`config.mk`:
```
export PLATFORM = sky130hd
export DESIGN_NAME = rr_arbiter_weighted_slice
export DESIGN_NICKNAME = d
export VERILOG_FILES = /design/src/rtl/rr_arbiter_weighted_slice.sv
export SDC_FILE = /design/constraint.sdc
export NUM_CORES = 1
export LEC_CHECK = 0
export BUFFER_PORTS_ARGS = -buffer_cell sky130_fd_sc_hd__buf_2
export CAP_MARGIN = 10
export CORE_MARGIN = 1.5
export CORE_UTILIZATION = 49
export CTS_CLUSTER_SIZE = 14
export DETAILED_ROUTE_END_ITERATION = 16
export PLACE_DENSITY = 0.78
export SYNTH_ARGS = -nofsm -noshare
export SYNTH_HDL_FRONTEND = slang
export SYNTH_SLANG_ARGS = --single-unit
export TNS_END_PERCENT = 100
```
`constraint.sdc`:
```
create_clock -name clk -period 2.15 [get_ports clk]
set_clock_uncertainty 0.15 [all_clocks]
set_input_delay 0.43 -clock clk [delete_from_list [all_inputs] [get_ports clk]]
set_output_delay 0.43 -clock clk [all_outputs]
set_load 0.02 [all_outputs]
```
`src/rtl/rr_arbiter_weighted_slice.sv`:
```
// Purpose: N-way round-robin arbiter; each owner holds the grant for its own programmable slice, and lock extends the hold.
// Latency: 1 cycle from request to registered grant; a hand-off on release or expiry happens with no idle bubble.
// Backpressure: none; lock freezes the owner's slice counter, and requesters wait on req until granted.
module rr_arbiter_weighted_slice #(
  parameter int N  = 4,
  parameter int CW = 4,
  parameter int IW = $clog2(N)
) (
  input  logic            clk,
  input  logic            rst_n,
  input  logic [N-1:0]    req,
  input  logic [N*CW-1:0] slice_len,
  input  logic            lock,
  output logic [N-1:0]    gnt,
  output logic [IW-1:0]   gnt_id,
  output logic            gnt_valid
);

  typedef enum logic {IDLE = 1'b0, GRANT = 1'b1} state_t;

  state_t        state_q, state_d;
  logic [N-1:0]  gnt_q, gnt_d;
  logic [IW-1:0] gnt_id_q, gnt_id_d;
  logic [IW-1:0] ptr_q, ptr_d;
  logic [CW-1:0] cnt_q, cnt_d;

  // Search results: first requester found scanning circularly from ptr.
  logic          found;
  logic [IW-1:0] win;
  logic [IW-1:0] idx;
  logic [CW-1:0] win_len;
  logic          owner_req;

  // Circular search starting at ptr. On expiry, ptr already points one past
  // the owner, so the owner is naturally visited last and is only re-chosen
  // when nobody else is requesting.
  always_comb begin
    found = 1'b0;
    win   = '0;
    idx   = '0;
    for (int i = 0; i < N; i++) begin
      idx = IW'((int'(ptr_q) + i) % N);
      if (!found && req[idx]) begin
        found = 1'b1;
        win   = idx;
      end
    end
  end

  // Slice length of the search winner, with a zero length treated as one cycle.
  always_comb begin
    win_len = slice_len[int'(win)*CW +: CW];
    if (win_len == '0) begin
      win_len = CW'(1);
    end
  end

  assign owner_req = req[gnt_id_q];

  // Next-state logic: release has priority over lock and expiry.
  always_comb begin
    state_d  = state_q;
    gnt_d    = gnt_q;
    gnt_id_d = gnt_id_q;
    ptr_d    = ptr_q;
    cnt_d    = cnt_q;
    unique case (state_q)
      IDLE: begin
        if (found) begin
          state_d       = GRANT;
          gnt_d         = '0;
          gnt_d[win]    = 1'b1;
          gnt_id_d      = win;
          cnt_d         = win_len;
          ptr_d         = (win == IW'(N-1)) ? '0 : win + 1'b1;
        end
      end
      GRANT: begin
        if (!owner_req || (!lock && cnt_q <= CW'(1))) begin
          // Release or expiry: hand over to the search winner, or go idle.
          if (found) begin
            gnt_d         = '0;
            gnt_d[win]    = 1'b1;
            gnt_id_d      = win;
            cnt_d         = win_len;
            ptr_d         = (win == IW'(N-1)) ? '0 : win + 1'b1;
          end else begin
            state_d = IDLE;
            gnt_d   = '0;
          end
        end else if (!lock) begin
          cnt_d = cnt_q - 1'b1;
        end
      end
      default: begin
        state_d = IDLE;
        gnt_d   = '0;
      end
    endcase
  end

  // State and grant registers with asynchronous clear.
  always_ff @(posedge clk or negedge rst_n) begin
    if (!rst_n) begin
      state_q  <= IDLE;
      gnt_q    <= '0;
      gnt_id_q <= '0;
      ptr_q    <= '0;
      cnt_q    <= '0;
    end else begin
      state_q  <= state_d;
      gnt_q    <= gnt_d;
      gnt_id_q <= gnt_id_d;
      ptr_q    <= ptr_d;
      cnt_q    <= cnt_d;
    end
  end

  assign gnt       = gnt_q;
  assign gnt_id    = gnt_id_q;
  assign gnt_valid = |gnt_q;

endmodule
```
==> impl_metrics.tcl, run 1 <==
set metrics [dict create \
    place_congestion 0.746 \
    cp_max_fo 5 \
    routed-wl-met2_um 964 \
    fmax_ghz 0.493 \
    min_period_ns 2.03 \
    drive_gt1_share_pct 37.6 \
    post-route-util_pct 67.2 \
    numPlacedInstances 153 \
    power.leakage_nw 0.601 \
    worstSkewPairLatency_ns 0.28 \
    dr.first_iter.drc_count 10 \
    first_pass_iters 4 \
    htreeDepth 1 \
    design_area_um2 1160 \
    initial_utilization_pct 51.8 \
    timing_hold_violations_final 0 \
    finalWirelength_um 1970 \
    hold_depth 3 \
    hold_class "primary input to register" \
    yosysSeqAreaShare_pct 36.4 \
    cts_tree "done" \
    cts_made_buffers 3 \
    grt_overflow 0 \
    fp.coreArea_um2 1730 \
    regToRegEndpoint "gnt[0]$_DFFE_PN0P_" \
    drv_slew 0 \
    wl_met1_um 870 \
    die_y_um 45.7 \
    holdPathEnd "cnt_q[0]$_DFFE_PN0P_" \
    final_cells 158 \
    critPathLaunch "cnt_q[0]$_DFFE_PN0P_" \
    multi_input_area_um2 515 \
    met3_length_um 101 \
    peakVddDrop_v 0.000655 \
    num_antenna_cells 0 \
    max_slew.worst_pin.slew_ns 0.450 \
    wl_per_cell_um 12.5 \
    vias_per_cell 5.59 \
    cap_violations 0 \
    crit_path_end_kind "register" \
    cts.sinks 13 \
    r2r_cells 7 \
    status "finished clean" \
    power_density_nw_per_um2 1320 \
    ys_ff_latch 13 \
    power_mw 1.53 \
    critPathLaunchType "register" \
    io_buffers 29 \
    seqCellArea_um2 327 \
    reg2reg_from "cnt_q[0]$_DFFE_PN0P_" \
    rsz0062_at_grt "false" \
    fillers 156 \
    hpwl_um 1600 \
    grt_pass1_wl_um 3220 \
    syn_area_um2 895 \
    final_cell_mix "buf_2, dfrtp_1, inv_1" \
    dpl_cell_area_um2 1120 \
    r2r_slack_ns 0.12 \
    ant_nets 0 \
    nets 163 \
    cts_setup_buffers 0 \
    synthesis.instances 94 \
    io_pins 30 \
    grt_usage_pct 21.4 \
    period_share_pct 94.3 \
    crit_type "register to register" \
    rows 15 \
    grt_max_degree 14 \
    routed.top_layer "met4" \
    cp_data_arrival_time_ns 2.05 \
    finalSetupViolations 0 \
    layout_commonest_cell "buf_2" \
    crit_path_max_incr_delay_ns 0.41 \
    cts.path.max_buffers 2 \
    grt_pass1_vias 778 \
    ys_warn_count 0 \
    relSlewSlack_pct 69.7 \
    root_buffer "clkbuf_4" \
    drc_errors 0 \
    hold_path.startpoint "lock" \
    crit_path_cell_trace "inv_1 -> ha_1 -> o21ai_0 -> o2111ai_1 -> and2_2 -> buf_4 -> a22o_1" \
    die_w_um 45.7 \
    vias 883 \
    yosysUniqueCellTypes 32 \
    clk_pin_slew_worst_paths_ns 0.08 \
    grt_antenna_before_repair 0 \
    area_delta_synth_final_pct 29.8 \
    synth.avg_cell_area_um2 9.52 \
    worstPathRequired_ns 2.17 \
    dieArea_um2 2090 \
    slowest_stage "dfrtp_1" \
    syn_nets 123 \
]
## synthesized netlist by cell type, drive strengths merged
library cell,count,share of area [%]
o211ai,2,1.7
a31oi,1,0.70
mux2i,9,10
and2,1,0.70
o2111ai,1,0.98
buf,1,1.3
clkbuf,1,0.42
inv,11,4.6
nor4,1,0.70
mux2,4,5.0
nand3,1,0.56
dfrtp,13,36
o21ai,10,5.6
o22ai,2,1.4
nand2b,2,1.4
a311oi,1,0.98
ha,6,8.4
and3,1,0.70
a21oi,8,5.3
a21o,1,0.84
or4,1,0.84
o2111a,1,1.3
a211o,1,1.1
a22o,4,3.9
nand2,5,2.1
a21boi,1,0.84
nand3b,1,0.84
nor2,2,0.84
nor3,1,0.56
## state kept, by name, summed over array words and instances, names as in the netlist
name,cells
gnt,4
ptr_q,2
state_q,1
cnt_q,4
gnt_id,2
## area by class of cell
class	count	share of cell area [%]
flip-flops and latches	13	28.1
inverters	11	3.56
repair buffers	37	19.0
well taps	25	2.69
multi-input cells	68	44.4
clock buffers	4	2.26
## stage by stage
stage	hold WS (ns)	setup TNS (ns)	worst slack (ns)
after floorplan	-0.0156	0	0.130
after global placement	0.178	0	0.0285
after detailed placement	0.182	-0.0133	-0.0133
after CTS	0.306	0	0.112
after global routing	0.333	0	0.00850
final	0.310	0	0.123
## where the power goes
part | switching, mW | internal (mW) | total, mW
Sequential | 0.105 | 0.356 | 0.462
Combinational | 0.476 | 0.442 | 0.917
Clock | 0.0834 | 0.0720 | 0.155
## routing by layer
metal | track usage (%) | vias up
met1 | 27.1 | 414
met3 | 3.57 | 4
met5 | 0 | -
met4 | 8.57 | 0
li1 | - | 423
met2 | 36.1 | 42
## worst max path at each step
stage | to | cells after the start
global placement | cnt_q[0]$_DFFE_PN0P_ | 8
detailed placement | cnt_q[0]$_DFFE_PN0P_ | 8
floorplan | cnt_q[0]$_DFFE_PN0P_ | 7
finish | gnt[0]$_DFFE_PN0P_ | 7
CTS | cnt_q[0]$_DFFE_PN0P_ | 8
global route | cnt_q[0]$_DFFE_PN0P_ | 8
## worst max-delay path: cells and delay by family, from the launching register on
family	cells	cell delay, ns
buffers and inverters	2	0.24
DFF	1	0.41
adders and majority gates	1	0.22
and+or+nand+nor	1	0.26
AOI/OAI and AO/OA	3	0.64
## logic make-up after synthesis
kind of cell	Yosys count	share of synthesized area [%]
AO/OA/AOI/OAI	33	24.6
adder cells (fa/ha/maj)	6	8.39
buffers and inverters	13	6.29
flip-flops	13	36.4
multiplexers	13	15.1
AND/OR/NAND/NOR	16	9.23
## timing repair
item                                    4_1_cts  5_1_grt
resized for setup                             0        3
endpoints found under the hold margin        13        0
hold buffers                                  1        0
endpoints found under the setup margin        0        2
Note: power is estimated with default switching activity, not from simulation.
==> inputs of run 2 (changes only) <==
CELL_PAD_IN_SITES_DETAIL_PLACEMENT = 1   (was default)
CELL_PAD_IN_SITES_GLOBAL_PLACEMENT = 1   (was default)
CORE_UTILIZATION = 36   (was 49)
PLACE_DENSITY = default   (was 0.78)
PLACE_DENSITY_LB_ADDON = 0.1   (was default)
==> impl_metrics.tcl, run 2 (synthesized netlist as in run 1, its figures left out) <==
set metrics [dict create \
    rows 17 \
    cp-endpoint "cnt_q[0]$_DFFE_PN0P_" \
    layout_commonest_cell "buf_2" \
    holdWs_ns 0.337 \
    rsz0062_at_grt "false" \
    power.leakage_nw 0.615 \
    multi_input_area_um2 513 \
    io_buffers 29 \
    worstSkewPairLatency_ns 0.27 \
    grt_overflow 0 \
    die_y_um 52.9 \
    crit_path_end_kind "register" \
    root_buffer "clkbuf_4" \
    reg2reg_from "ptr_q[0]$_DFFE_PN0P_" \
    cts_made_buffers 3 \
    dieArea_um2 2790 \
    vias_per_cell 5.30 \
    grt_max_degree 14 \
    critPathLaunchType "register" \
    htreeDepth 1 \
    regToRegEndpoint "cnt_q[0]$_DFFE_PN0P_" \
    min_period_ns 2.05 \
    cts_tree "done" \
    max_slew.worst_pin.slew_ns 0.516 \
    fillers 272 \
    cp_max_fo 11 \
    drive_gt1_share_pct 36.8 \
    clk_pin_slew_worst_paths_ns 0.08 \
    ant_nets 0 \
    cp_data_arrival_time_ns 2.05 \
    cts.sinks 13 \
    die_w_um 52.9 \
    fmax_ghz 0.487 \
    fp.coreArea_um2 2280 \
    initial_utilization_pct 39.3 \
    grt_pass1_vias 887 \
    r2r_slack_ns 0.1 \
    num_antenna_cells 0 \
    hpwl_um 1930 \
    finalSetupViolations 0 \
    setup-tns-final_ns 0 \
    area_delta_synth_final_pct 32.3 \
    relSlewSlack_pct 65.2 \
    r2r_cells 8 \
    critPathLaunch "ptr_q[0]$_DFFE_PN0P_" \
    grt_usage_pct 19.5 \
    grt_pass1_wl_um 3880 \
    status "finished clean" \
    worstPathRequired_ns 2.15 \
    wl_per_cell_um 14.2 \
    place_congestion 0.786 \
    dr.first_iter.drc_count 5 \
    timing_hold_violations_final 0 \
    crit_type "register to register" \
    finalWirelength_um 2340 \
    nets 166 \
    cap_violations 0 \
    vias 870 \
    final_cell_mix "buf_2, dfrtp_1, inv_1" \
    drv_slew 0 \
    first_pass_iters 4 \
    seqCellArea_um2 325 \
    io_pins 30 \
    hold_class "primary input to register" \
    peakVddDrop_v 0.000602 \
    drc_errors 0 \
    cts.path.max_buffers 2 \
    period_share_pct 95.6 \
    power_density_nw_per_um2 1340 \
    grt_antenna_before_repair 0 \
]
## run 2: what timing repair did
| action | 4_1_cts | 5_1_grt |
|---|---|---|
| endpoints found under the setup margin | 0 | 7 |
| buffers inserted | 0 | 1 |
| hold buffers | 1 | 0 |
| hold endpoints to repair | 13 | 0 |
| resized for setup | 0 | 1 |
## run 2: per-stage QoR
stage | area (um^2) | cells | util, % | setup slack, ns | power (mW)
floorplan | 895 | 94 | - | 0.130 | 1.06
global placement | 1140 | 158 | 50.1 | 0.0103 | 1.39
detailed placement | 1140 | 158 | 50.1 | -0.0608 | 1.43
CTS | 1180 | 163 | 51.7 | 0.0480 | 1.60
global route | 1180 | 164 | 52.0 | 0.00456 | 1.73
finish | 1180 | 164 | 52.0 | 0.0955 | 1.59
## run 2: worst min path at each step
stage                     startpoint              endpoint  slack (ns)  depth (start not counted)
after global routing            lock  cnt_q[0]$_DFFE_PN0P_        0.34                          3
after CTS                       lock  cnt_q[0]$_DFFE_PN0P_        0.33                          3
after global placement         rst_n    gnt[0]$_DFFE_PN0P_        0.18                          1
after floorplan                rst_n  cnt_q[0]$_DFFE_PN0P_       -0.02                          0
after detailed placement       rst_n    gnt[1]$_DFFE_PN0P_        0.19                          1
final                           lock  cnt_q[0]$_DFFE_PN0P_        0.34                          3
## run 2: layout make-up
type / count / share of cell area [%]
clock buffers: 4 / 2.22
repair buffers: 40 / 20.5
inverters: 11 / 3.49
well taps: 28 / 2.96
flip-flops and latches: 13 / 27.5
multi-input cells: 68 / 43.3
## run 2: power by group
group	total [mW]	internal (mW)	switching, mW
Combinational	0.979	0.477	0.502
Sequential	0.462	0.355	0.107
Clock	0.151	0.0719	0.0790
## run 2: routing by layer
layer	global-route usage, %	vias to the layer above	share of wire (%)
li1	-	430	-
met1	22.2	418	44
met2	35.6	16	51
met3	2.54	6	2.7
met4	8.97	0	2.0
met5	0	-	0
## run 2: worst max-delay path: stages (launching register included)
cell	delay (ns)
dfrtp_1	0.40
nand2b_1	0.16
a21oi_1	0.18
a21oi_2	0.07
buf_12	0.15
mux2i_1	0.12
mux2_2	0.28
a311oi_1	0.29
o22ai_1	0.13
